`src/rtl/anim_pkg.sv`:
```
// Shared state encoding and sprite-select codes for the player animation controller
// and the sprite mux that decodes its output.
package anim_pkg;

  typedef enum logic [1:0] {
    IDLE,
    WALK,
    JUMP,
    ATTACK
  } anim_state_t;

  localparam logic [3:0] SEL_IDLE_R = 4'd0;
  localparam logic [3:0] SEL_IDLE_L = 4'd1;
  localparam logic [3:0] SEL_WALK_R = 4'd2;
  localparam logic [3:0] SEL_WALK_L = 4'd3;
  localparam logic [3:0] SEL_JUMP_R = 4'd4;
  localparam logic [3:0] SEL_JUMP_L = 4'd5;
  localparam logic [3:0] SEL_ATTACK = 4'd6;

  localparam logic [1:0] FRAME_LAST = 2'd3;

  // Facing adds one to the right-facing base code; ATTACK is direction-agnostic.
  function automatic logic [3:0] sel_code(input anim_state_t st, input logic facing_left);
    logic [3:0] base;
    case (st)
      IDLE:    base = SEL_IDLE_R;
      WALK:    base = SEL_WALK_R;
      JUMP:    base = SEL_JUMP_R;
      default: return SEL_ATTACK;
    endcase
    return base + {3'b000, facing_left};
  endfunction

endpackage

```
`src/rtl/anim_step_counter.sv`:
```
// Sub-frame sequencer: divides frame ticks by STEP_TICKS and advances a 2-bit frame
// index that either wraps (walk cycle) or saturates (attack).
module anim_step_counter
  import anim_pkg::*;
#(
  parameter int unsigned STEP_TICKS = 6
) (
  input  logic       i_clk,
  input  logic       i_reset,
  input  logic       i_clear,
  input  logic       i_enable,
  input  logic       i_saturate_mode,
  output logic [1:0] o_frame
);

  localparam int unsigned SW = (STEP_TICKS > 1) ? $clog2(STEP_TICKS) : 1;
  localparam logic [SW-1:0] STEP_LAST = SW'(STEP_TICKS - 1);

  logic [SW-1:0] r_step;
  logic [1:0]    r_frame;

  always_ff @(posedge i_clk) begin
    if (i_reset || i_clear) begin
      r_step  <= '0;
      r_frame <= '0;
    end else if (i_enable) begin
      if (r_step == STEP_LAST) begin
        r_step <= '0;
        if (!(i_saturate_mode && r_frame == FRAME_LAST)) begin
          r_frame <= r_frame + 2'd1;
        end
      end else begin
        r_step <= r_step + 1'b1;
      end
    end
  end

  assign o_frame = r_frame;

endmodule

```
`src/rtl/anim_state_ctrl.sv`:
```
// Player animation FSM: turns key/physics inputs into sprite select, sub-frame index
// and facing, advancing once per video frame tick.
module anim_state_ctrl
  import anim_pkg::*;
#(
  parameter int unsigned STEP_TICKS   = 6,
  parameter int unsigned ATTACK_TICKS = 16,
  parameter int unsigned CNT_W        = 5
) (
  input  logic       Clk,
  input  logic       Reset,
  input  logic       frame_tick,
  input  logic       key_left,
  input  logic       key_right,
  input  logic       key_jump,
  input  logic       key_attack,
  input  logic       on_ground,
  output logic [3:0] sprite_sel,
  output logic [1:0] anim_frame,
  output logic       facing_left,
  output logic       busy
);

  localparam logic [CNT_W-1:0] ATTACK_LAST = CNT_W'(ATTACK_TICKS - 1);

  anim_state_t      r_state;
  logic             r_facing;
  logic [CNT_W-1:0] r_tick_cnt;
  logic [3:0]       r_sel;
  logic             r_busy;

  anim_state_t w_state_d;
  logic        w_facing_d;
  logic        w_dir_valid;
  logic        w_state_chg;
  logic        w_anim_restart;

  always_comb begin
    w_dir_valid = key_left ^ key_right;
    w_state_d   = r_state;
    unique case (r_state)
      IDLE, WALK: begin
        if (key_attack)                w_state_d = ATTACK;
        else if (key_jump && on_ground) w_state_d = JUMP;
        else if (w_dir_valid)          w_state_d = WALK;
        else                           w_state_d = IDLE;
      end
      JUMP: begin
        // The tick_cnt guard forces at least one airborne tick.
        if (on_ground && r_tick_cnt != '0) w_state_d = w_dir_valid ? WALK : IDLE;
      end
      ATTACK: begin
        if (r_tick_cnt == ATTACK_LAST) w_state_d = w_dir_valid ? WALK : IDLE;
      end
    endcase

    w_facing_d = r_facing;
    if (r_state != ATTACK && w_dir_valid) w_facing_d = key_left;

    w_state_chg    = (w_state_d != r_state);
    // A direction flip mid-walk restarts the walk cycle for the new sprite.
    w_anim_restart = w_state_chg || (w_facing_d != r_facing);
  end

  always_ff @(posedge Clk) begin
    if (Reset) begin
      r_state    <= IDLE;
      r_facing   <= 1'b0;
      r_tick_cnt <= '0;
      r_sel      <= SEL_IDLE_R;
      r_busy     <= 1'b0;
    end else if (frame_tick) begin
      r_state  <= w_state_d;
      r_facing <= w_facing_d;
      if (w_state_chg)            r_tick_cnt <= '0;
      else if (r_tick_cnt != '1)  r_tick_cnt <= r_tick_cnt + 1'b1;
      r_sel  <= sel_code(w_state_d, w_facing_d);
      r_busy <= (w_state_d == JUMP) || (w_state_d == ATTACK);
    end
  end

  anim_step_counter #(
    .STEP_TICKS(STEP_TICKS)
  ) u_step (
    .i_clk          (Clk),
    .i_reset        (Reset),
    .i_clear        (frame_tick && w_anim_restart),
    .i_enable       (frame_tick && (r_state == WALK || r_state == ATTACK)),
    .i_saturate_mode(r_state == ATTACK),
    .o_frame        (anim_frame)
  );

  assign sprite_sel  = r_sel;
  assign facing_left = r_facing;
  assign busy        = r_busy;

endmodule

```
`config.mk`:
```
export PLATFORM = sky130hd
export DESIGN_NAME = anim_state_ctrl
export DESIGN_NICKNAME = d
export VERILOG_FILES = /design/src/rtl/anim_pkg.sv /design/src/rtl/anim_step_counter.sv /design/src/rtl/anim_state_ctrl.sv
export SDC_FILE = /design/constraint.sdc
export NUM_CORES = 1
export LEC_CHECK = 0
export ABC_AREA = 0
export CORE_MARGIN = 2
export CORE_UTILIZATION = 51
export CTS_CLUSTER_DIAMETER = 40
export DETAILED_ROUTE_END_ITERATION = 12
export PLACE_DENSITY = 0.82
export SYNTH_ARGS = -nofsm -noshare
export SYNTH_HDL_FRONTEND = slang
export SYNTH_SLANG_ARGS = --single-unit
```
`constraint.sdc`:
```
create_clock -name Clk -period 2.1 [get_ports Clk]
set_input_delay 0.42 -clock Clk [delete_from_list [all_inputs] [get_ports Clk]]
set_output_delay 0.42 -clock Clk [all_outputs]
set_load 0.05 [all_outputs]
```
# Word level (Yosys, flattened, before mapping)
# Index checks and enable logic that the tools add are counted.
# Widths: inputs -> output; s select.
[word_totals]
register_bits = 18
output_inout_bits = 8
word_cells = 62
[op_classes]
n_addsub = 4
eq_ne = 13
mux = 18
bitwise_logic = 2
n_reduce_logical = 18
[ops]
columns = ["cell", "n"]
rows = [
  ["$mux 4", 4],
  ["$pmux 4 s3", 1],
  ["$eq 2x2->1 const B", 5],
  ["$mux 5", 2],
  ["$mux 2", 4],
  ["$logic_and 1x1->1", 6],
  ["$pmux 2 s3", 1],
  ["$add 5x1->5 const B", 1],
  ["$eq 5x4->1 const B", 1],
  ["$mux 1", 5],
  ["$ne 5x5->1 const B", 1],
  ["$reduce_bool 5->1", 1],
  ["$add 4x1->4", 1],
  ["$eq 2x1->1 const B", 2],
  ["$logic_not 2->1", 2],
  ["$logic_or 1x1->1", 4],
  ["$add 3x1->3 const B", 1],
  ["$eq 3x3->1 const B", 1],
  ["$mux 3", 1],
  ["$reduce_and 3->1", 1],
  ["$reduce_or 3->1", 1],
  ["$add 2x1->2 const B", 1],
  ["$ne 2x2->1", 1],
  ["$ne 2x2->1 const B", 1],
  ["other kinds (6)", 6],
]

# Logic depth before layout (Yosys ltp)
# Gate-level depths: netlist of the first run.
[depth]
word_depth = 11
depth_mapped = 7
ltp_nobuf = 7

# Hierarchy
# Synthesis of the first run repeated with hierarchy kept, for this count alone.
[hier_totals]
hier_cells = 116
hier_area_um2 = 979.7
[modules_own_cells]
columns = ["mod", "n_inst", "cells_each", "area_per_inst_um2", "seq_area_each_um2"]
rows = [
  ["anim_state_ctrl", 1, 91, 747.0, 200.2],
  ["anim_step_counter", 1, 25, 232.7, 100.1],
]

# Least setup slack after synthesis of the first run
# OpenSTA, ideal clock, no wires.
[synth_timing]
path_type = "reg-to-reg"
startpoint = "register r_tick_cnt[0]"
endpoint = "register u_step.r_frame[1] (netlist: u_step.o_frame[1])"
arrival_time_ns = 1.607
slack_ns = 0.415
path_stages_with_launch = 7
path_buffers = 0
period_less_slack_ns = 1.685
cell_sequence = "dfxtp_1 > ha_1 > and3_2 > ha_1 > a221oi_4 > nor3_2 > nor3_1"
[synth_via]
elab_chain_len = 8
elab_cells_between_ends = 10
classes_between = "2 x eq/ne; 3 x mux; 5 x reduce/logical"
[synth_lines]
columns = ["element", "line", "text"]
rows = [
  ["start, declared", "anim_state_ctrl.sv:28", "logic [CNT_W-1:0] r_tick_cnt;"],
  ["start signal, assigned", "anim_state_ctrl.sv:76", "else if (r_tick_cnt != '1) r_tick_cnt <= r_tick_cnt + 1'b1;"],
  ["$reduce_bool 5->1", "anim_state_ctrl.sv:50", "if (on_ground && r_tick_cnt != '0) w_state_d = w_dir_valid ? WALK : IDLE;"],
  ["$logic_and 1x1->1", "anim_state_ctrl.sv:50", ""],
  ["$mux 2", "anim_state_ctrl.sv:50", ""],
  ["$pmux 2 s3 (*)", "anim_state_ctrl.sv:41", "unique case (r_state)"],
  ["$ne 2x2->1 (*)", "anim_state_ctrl.sv:60", "w_state_chg = (w_state_d != r_state);"],
  ["$logic_or 1x1->1 (*)", "anim_state_ctrl.sv:62", "w_anim_restart = w_state_chg || (w_facing_d != r_facing);"],
  ["$logic_and 1x1->1 (*)", "anim_state_ctrl.sv:87", ".i_clear (frame_tick && w_anim_restart),"],
  ["$logic_or 1x1->1 (*)", "anim_step_counter.sv:23", "if (i_reset || i_clear) begin"],
  ["end signal, assigned", "anim_step_counter.sv:30", "r_frame <= r_frame + 2'd1;"],
  ["end, declared", "anim_step_counter.sv:20", "logic [1:0] r_frame;"],
]
# Every way passes the cells marked *; elsewhere a longest branch is shown, timed or not.
# A chain may end at the register's enable or synchronous reset.

# Final worst setup path of the first run
[layout_timing]
startpoint = "register r_tick_cnt[0]"
endpoint = "register u_step.r_step[2]"
[layout_via]
elab_chain_len = 8
elab_cells_between_ends = 10
classes_between = "2 x eq/ne; 3 x mux; 5 x reduce/logical"
[layout_lines]
columns = ["element", "line", "text"]
rows = [
  ["$reduce_bool 5->1", "anim_state_ctrl.sv:50", ""],
  ["$logic_and 1x1->1", "anim_state_ctrl.sv:50", ""],
  ["$mux 2", "anim_state_ctrl.sv:50", ""],
  ["$pmux 2 s3 (*)", "anim_state_ctrl.sv:41", ""],
  ["$ne 2x2->1 (*)", "anim_state_ctrl.sv:60", ""],
  ["$logic_or 1x1->1 (*)", "anim_state_ctrl.sv:62", ""],
  ["$logic_and 1x1->1 (*)", "anim_state_ctrl.sv:87", ""],
  ["$logic_or 1x1->1 (*)", "anim_step_counter.sv:23", ""],
  ["end signal, assigned", "anim_step_counter.sv:33", "r_step <= r_step + 1'b1;"],
  ["end, declared", "anim_step_counter.sv:19", "logic [SW-1:0] r_step;"],
]
# Marked as above.

==> results of run 1 <==
worst min-delay path by stage:
stage,to,slack (ps),startpoint,cells past startpoint
finish,sprite_sel[0],460,sprite_sel[0],2
global route,u_step.r_step[0],490,u_step.r_step[0],1
CTS,sprite_sel[0],460,sprite_sel[0],2
detailed placement,sprite_sel[0],450,sprite_sel[0],2
global placement,sprite_sel[0],440,sprite_sel[0],2
floorplan,u_step.r_step[0],440,u_step.r_step[0],1
metrics by stage:
| step | power, mW | hold WS, ps | utilization (%) | cells | worst slack (ps) |
|---|---|---|---|---|---|
| global placement | 0.4816 | 444.4 | 65.88 | 154 | 65.32 |
| global route | 0.6785 | 488.1 | 67.38 | 158 | 14.93 |
| finish | 0.6504 | 458.7 | 67.38 | 158 | 127.2 |
| detailed placement | 0.4856 | 450.1 | 65.88 | 154 | 68.29 |
| floorplan | 0.4329 | 438.2 | - | 114 | 415.5 |
| CTS | 0.6487 | 463.1 | 67.38 | 158 | 109.9 |
final cells by class:
class	instances	area, sq um
Inverter	8	30.03
Multi-Input combinational cell	84	578.1
Fill cell	152	569.3
Sequential cell	15	300.3
Timing Repair Buffer	22	210.2
Clock buffer	4	26.28
Tap cell	25	31.28
where the power goes:
part / total, mW / internal, mW / switching, mW
Clock: 0.170 / 0.0738 / 0.0965
Sequential: 0.305 / 0.295 / 0.0103
Combinational: 0.175 / 0.0762 / 0.0987
placed cells by master (no fill, tap or decap), types with 2 or more instances in the layout:
master	n
nor2_1	9
dfxtp_1	15
nor2b_1	2
nor3b_1	3
clkdlybuf4s50_1	13
a21oi_1	11
o31ai_1	2
nor3_2	2
a21boi_0	2
o22ai_1	3
ha_1	5
o21ai_0	5
buf_4	8
clkbuf_4	3
nand3_1	2
nand2_1	8
xnor2_1	2
nor3_1	8
inv_1	7
critical path: cells and delay by family, from the launching register on:
kind | cells | cell delay, ps
adder cells (fa/ha/maj) | 2 | 500
buffers and inverters | 1 | 170
AO/OA/AOI/OAI | 1 | 390
AND/OR/NAND/NOR | 3 | 490
flip-flops | 1 | 360
cells by family after synthesis:
| kind of cell | Yosys count | share of synthesized area (%) |
|---|---|---|
| adders and majority gates | 5 | 6.570 |
| other | 1 | 0.3938 |
| muxes | 1 | 1.051 |
| xor gates and xnor gates | 4 | 5.125 |
| and+or+nand+nor | 40 | 23.39 |
| AOI/OAI and AO/OA | 33 | 24.18 |
| buffers and inverters | 15 | 7.752 |
| DFF | 15 | 31.54 |
flip-flops by register name, summed over array words and instances (netlist names):
name	count
u_step.o_frame	2
sprite_sel	2
r_state	2
r_tick_cnt	5
u_step.r_step	3
facing_left	1
routing by layer:
metal / wire, um / track usage [%] / vias up
met5: 0 / 0 / -
met4: 27 / 7.222 / 0
met3: 91 / 6.538 / 4
met2: 984 / 38.08 / 23
met1: 913 / 24.42 / 413
li1: - / - / 448
==> results.md, run 1 <==
* Final Cycle Share at 93.94%
* CP max stage delay at 390 ps
* Crit path kind: flip-flop to flip-flop
* R2R cell count at 7
* Final WL at 2016 um
* Most frequent cell after synthesis: dfxtp_1
* Reg2Reg Launch Point: r_tick_cnt[0]
* DRC viols at 0
* Clock Pin Slew Worst Setup and Hold Paths at 90 ps
* Final Max Slew Viols at 0
* Total core area at 1745 sq um
* Hold_buf cts at 0
* N_diodes at 0
* Post-CTS Setup Bufs at 0
* Status: finished clean
* Number of DRC markers in iteration 0 at 35
* Grt total ovfl at 0
* IO Port Bufs at 14
* Vias in the first global route at 822
* Worst setup path endpoint: u_step.r_step[2]
* Most used DFF post-synth: dfxtp_1
* Crit-path cells: ha_1, and3_2, ha_1, a221oi_4, nor3_2, buf_4, nor3_1
* Post-DP Area at 1150 sq um
* Row count at 15
* Top post-synthesis cells by area: dfxtp_1 32%, ha_1 6.6%, a21oi_1 5.8%, nor3_1 4.2%, nor2_1 3.5%
* CTS buffer count at 3
* FFs w/ async S/R, synth at 0%
* Final TNS setup at 0 ps
* #FFs+latches synth at 15
* Number of max-cap violations at 0
* Routed WL per cell at 12.76 um
* Sink Count at 15
* DIE WIDTH at 47.21 um
* Final HPWL from detailed placement at 1543 um
* Finish-stage setup viols at 0
* Mapped cell area at 952.2 sq um
* CP startpoint kind: flip-flop
* Mean post-synth cell area at 8.352 sq um
* Die H at 47.21 um
* Critical path's most frequent cell: ha_1
* Worst Setup SP: r_tick_cnt[0]
* CP max-delay cell: a221oi_4
* Pwr Density at 553.0 nW/um^2
* R2r setup slk at 130 ps
* CTS HTree Levels at 1
* Cell variety after synth at 41
* GP Congestion at 0.8696
* Area grow syn2layout at 23.52%
* Via Count at 888
* Final ANT Viol Nets at 0
* Max Fclk at 506.9 MHz
* Vias/cell at 5.620
* CTS max path bufs at 2
* Die area at 2229 sq um
* Skew final at 2.531 ps
* Post-synth top area share at 31.54%
* Post-synth EDFFs at 0
* Final min period at 1973 ps
* Pin count of the biggest net entering global routing at 13
* HP Class: flip-flop to flip-flop
* Total GRT Usage at 21.50%
* First-pass GRT wire length at 3367 um
* CP Max Fanout at 7
* Gate Count Post-Synth at 114
* Worst r2r dst: u_step.r_step[2]
* Synthesized Nets at 127
* Synth Warn # at 0
* Ratio of cells with drive above 1 in the final layout at 13.53%
* I/O pin count at 16
* RSZ-0062 raised after global routing: no
* Initial antenna violation count at 0
* Clock latency on the worst-skew pair at 290 ps
* CTS tree: yes
* Cell taking the most area after synthesis: dfxtp_1
* Final Hold Violating Endpoints at 0
* Leak Pwr at 0.4667 nW
* Root Buffer: clkbuf_4
* First-pass DRT Iterations at 4
* Net count, final at 147
* Maximum VDD drop at 0.4758 mV
* Worst Path Arrival at 2180 ps
* Resize count post-CTS at 0
* Final instance area at 1176 sq um
* Starting Density at 54.55%
* Post-synth top cells: 15 x dfxtp_1, 11 x a21oi_1, 9 x nor2_1
* Register area share after synthesis at 31.54%
* Worst EP required at 2310 ps
* Crit end category: flip-flop
Power figures use the tool's default switching activity.
==> inputs of run 2 (changes only) <==
==> constraint.sdc (replaced) <==
create_clock -name Clk -period 2.1 [get_ports Clk]
set_input_delay 0.42 -clock Clk [delete_from_list [all_inputs] [get_ports Clk]]
set_output_delay 0.42 -clock Clk [all_outputs]
set_load 0.02 [all_outputs]
==> run 2 against run 1 <==
Critical path depth unchanged. Clock power barely moved. Non-clock buffer count unchanged. Cell count unchanged. Global-route usage up 0.32 points. Flip-flop and latch count unchanged. Wire length grew 0.79%. Critical path type unchanged. Largest power group unchanged.
==> results.md, run 2 (synthesis gave the netlist of run 1 again) <==
* RSZ-0062 raised after global routing: no
* Leak Pwr at 0.4633 nW (-0.73%)
* Final Cycle Share at 92.43% (-1.5 points)
* CP max-delay cell: a221oi_4
* Die H at 47.21 um (unchanged)
* CTS max path bufs at 2 (unchanged)
* Vias/cell at 5.684 (+1.1%)
* Finish-stage setup viols at 0 (unchanged)
* Final min period at 1941 ps (-31.67 ps)
* Final ANT Viol Nets at 0 (unchanged)
* N_diodes at 0 (unchanged)
* Number of max-cap violations at 0 (unchanged)
* CP max stage delay at 380 ps (about the same)
* Post-CTS Setup Bufs at 0 (unchanged)
* First-pass GRT wire length at 3305 um (-1.8%)
* Clock Pin Slew Worst Setup and Hold Paths at 90 ps (about the same)
* Area grow syn2layout at 22.60%
* Net count, final at 147 (unchanged)
* Resize count post-CTS at 0 (unchanged)
* Crit end category: flip-flop
* Ratio of cells with drive above 1 in the final layout at 13.53% (unchanged)
* Worst Path Arrival at 2170 ps (about the same)
* Crit path kind: flip-flop to flip-flop
* GP Congestion at 0.8647 (-0.56%)
* Die area at 2229 sq um (unchanged)
* Largest Register: r_tick_cnt
* Largest regs: r_tick_cnt (5), u_step.r_step (3)
* DRC viols at 0 (unchanged)
* Final Hold Violating Endpoints at 0 (unchanged)
* Final instance area at 1167 sq um (-0.74%)
* Max Fclk at 515.2 MHz (+1.6%)
* Crit-path cells: ha_1, and3_2, ha_1, a221oi_4, nor3_2, buf_4, nor3_1
* Pwr Density at 538.5 nW/um^2 (-2.6%)
* Status: finished clean
* Most frequent cells in the layout: 15 x dfxtp_1, 14 x clkdlybuf4s50_1, 11 x a21oi_1, 9 x nor2_1
* Initial antenna violation count at 0 (unchanged)
* CTS tree: yes
* Root Buffer: clkbuf_4
* Final TNS setup at 0 ps (unchanged)
* Max reg flops at 5 (unchanged)
* Sink Count at 15 (unchanged)
* Pin count of the biggest net entering global routing at 13 (unchanged)
* Critical path's most frequent cell: ha_1
* HP Class: flip-flop to flip-flop
* Clock latency on the worst-skew pair at 290 ps (about the same)
* CP Max Fanout at 7 (unchanged)
* Row count at 15 (unchanged)
* Final Max Slew Viols at 0 (unchanged)
* Post-DP Area at 1140 sq um (-0.87%)
* Total core area at 1745 sq um (unchanged)
* Worst EP required at 2320 ps (about the same)
* Most common cell after layout, fill and taps aside: dfxtp_1
* Vias in the first global route at 771 (-6.2%)
* IO Port Bufs at 14 (unchanged)
* Via Count at 898 (+1.1%)
* CP Buf/Inv Count at 1 (unchanged)
* CP top delay family: adder cells
* Final HPWL from detailed placement at 1556 um (+0.79%)
* Final WL at 2032 um (+0.79%)
* Skew final at 3.355 ps (+0.8238 ps)
* Grt total ovfl at 0 (unchanged)
* I/O pin count at 16 (unchanged)
* CTS buffer count at 3 (unchanged)
* Maximum VDD drop at 0.4118 mV (-13%)
* Hold_buf cts at 0 (unchanged)
* Starting Density at 54.55% (unchanged)
* Number of fill cells in the layout at 139 (-8.6%)
* Number of DRC markers in iteration 0 at 27 (-23%)
* First-pass DRT Iterations at 4 (unchanged)
* CTS HTree Levels at 1 (unchanged)
* CP startpoint kind: flip-flop
* DIE WIDTH at 47.21 um (unchanged)
* Total GRT Usage at 21.82% (+0.32 points)
* Routed WL per cell at 12.86 um (+0.79%)
==> run 2: final timing paths <==
check / startpoint / end / slack, ps / cells past startpoint
max: r_tick_cnt[0] / u_step.r_step[2] / 160 / 7
min: sprite_sel[0] / sprite_sel[0] / 460 / 2
max reg2reg: r_tick_cnt[0] / u_step.r_step[2] / 160 / 7
min reg2reg: sprite_sel[0] / sprite_sel[0] / 460 / 2
==> run 2: final cells by class <==
type                            count  area (sq um)  share of cell area (%)
Tap cell                           25         31.28                   2.680
Inverter                            8         30.03                   2.572
Timing Repair Buffer               22         200.2                   17.15
Clock buffer                        3         22.52                   1.929
Sequential cell                    15         300.3                   25.72
Multi-Input combinational cell     84         578.1                   49.52
Clock inverter                      1         5.005                  0.4287
==> run 2: per-stage QoR <==
stage / cells / total power, mW / hold WS [ps] / util (%) / setup WS (ps)
detailed placement: 154 / 0.4646 / 446.5 / 65.30 / 0.2793
finish: 158 / 0.6287 / 455.6 / 66.88 / 158.9
global placement: 154 / 0.4609 / 444.5 / 65.30 / 70.12
global route: 158 / 0.6630 / 497.0 / 66.88 / 62.74
floorplan: 114 / 0.4144 / 438.2 / - / 415.5
CTS: 158 / 0.6366 / 459.8 / 66.88 / 137.2
==> run 2: where the power goes <==
part	switching [mW]	internal, mW
sequential	0.0106	0.295
clock	0.0977	0.0711
combinational	0.0800	0.0744
total	0.188	0.440
==> run 2: tightest hold or removal path, cell delays in order (launching register included) <==
cell     delay [ps]
dfxtp_1         320
nand2_1          50
a21oi_1          50
==> run 2: routing by layer <==
metal	wire length (um)	vias to the layer above	GRT usage, %
li1	-	450	-
met1	892	422	25.41
met2	978	22	36.44
met3	119	4	5.769
met4	41	0	11.67
met5	0	-	0
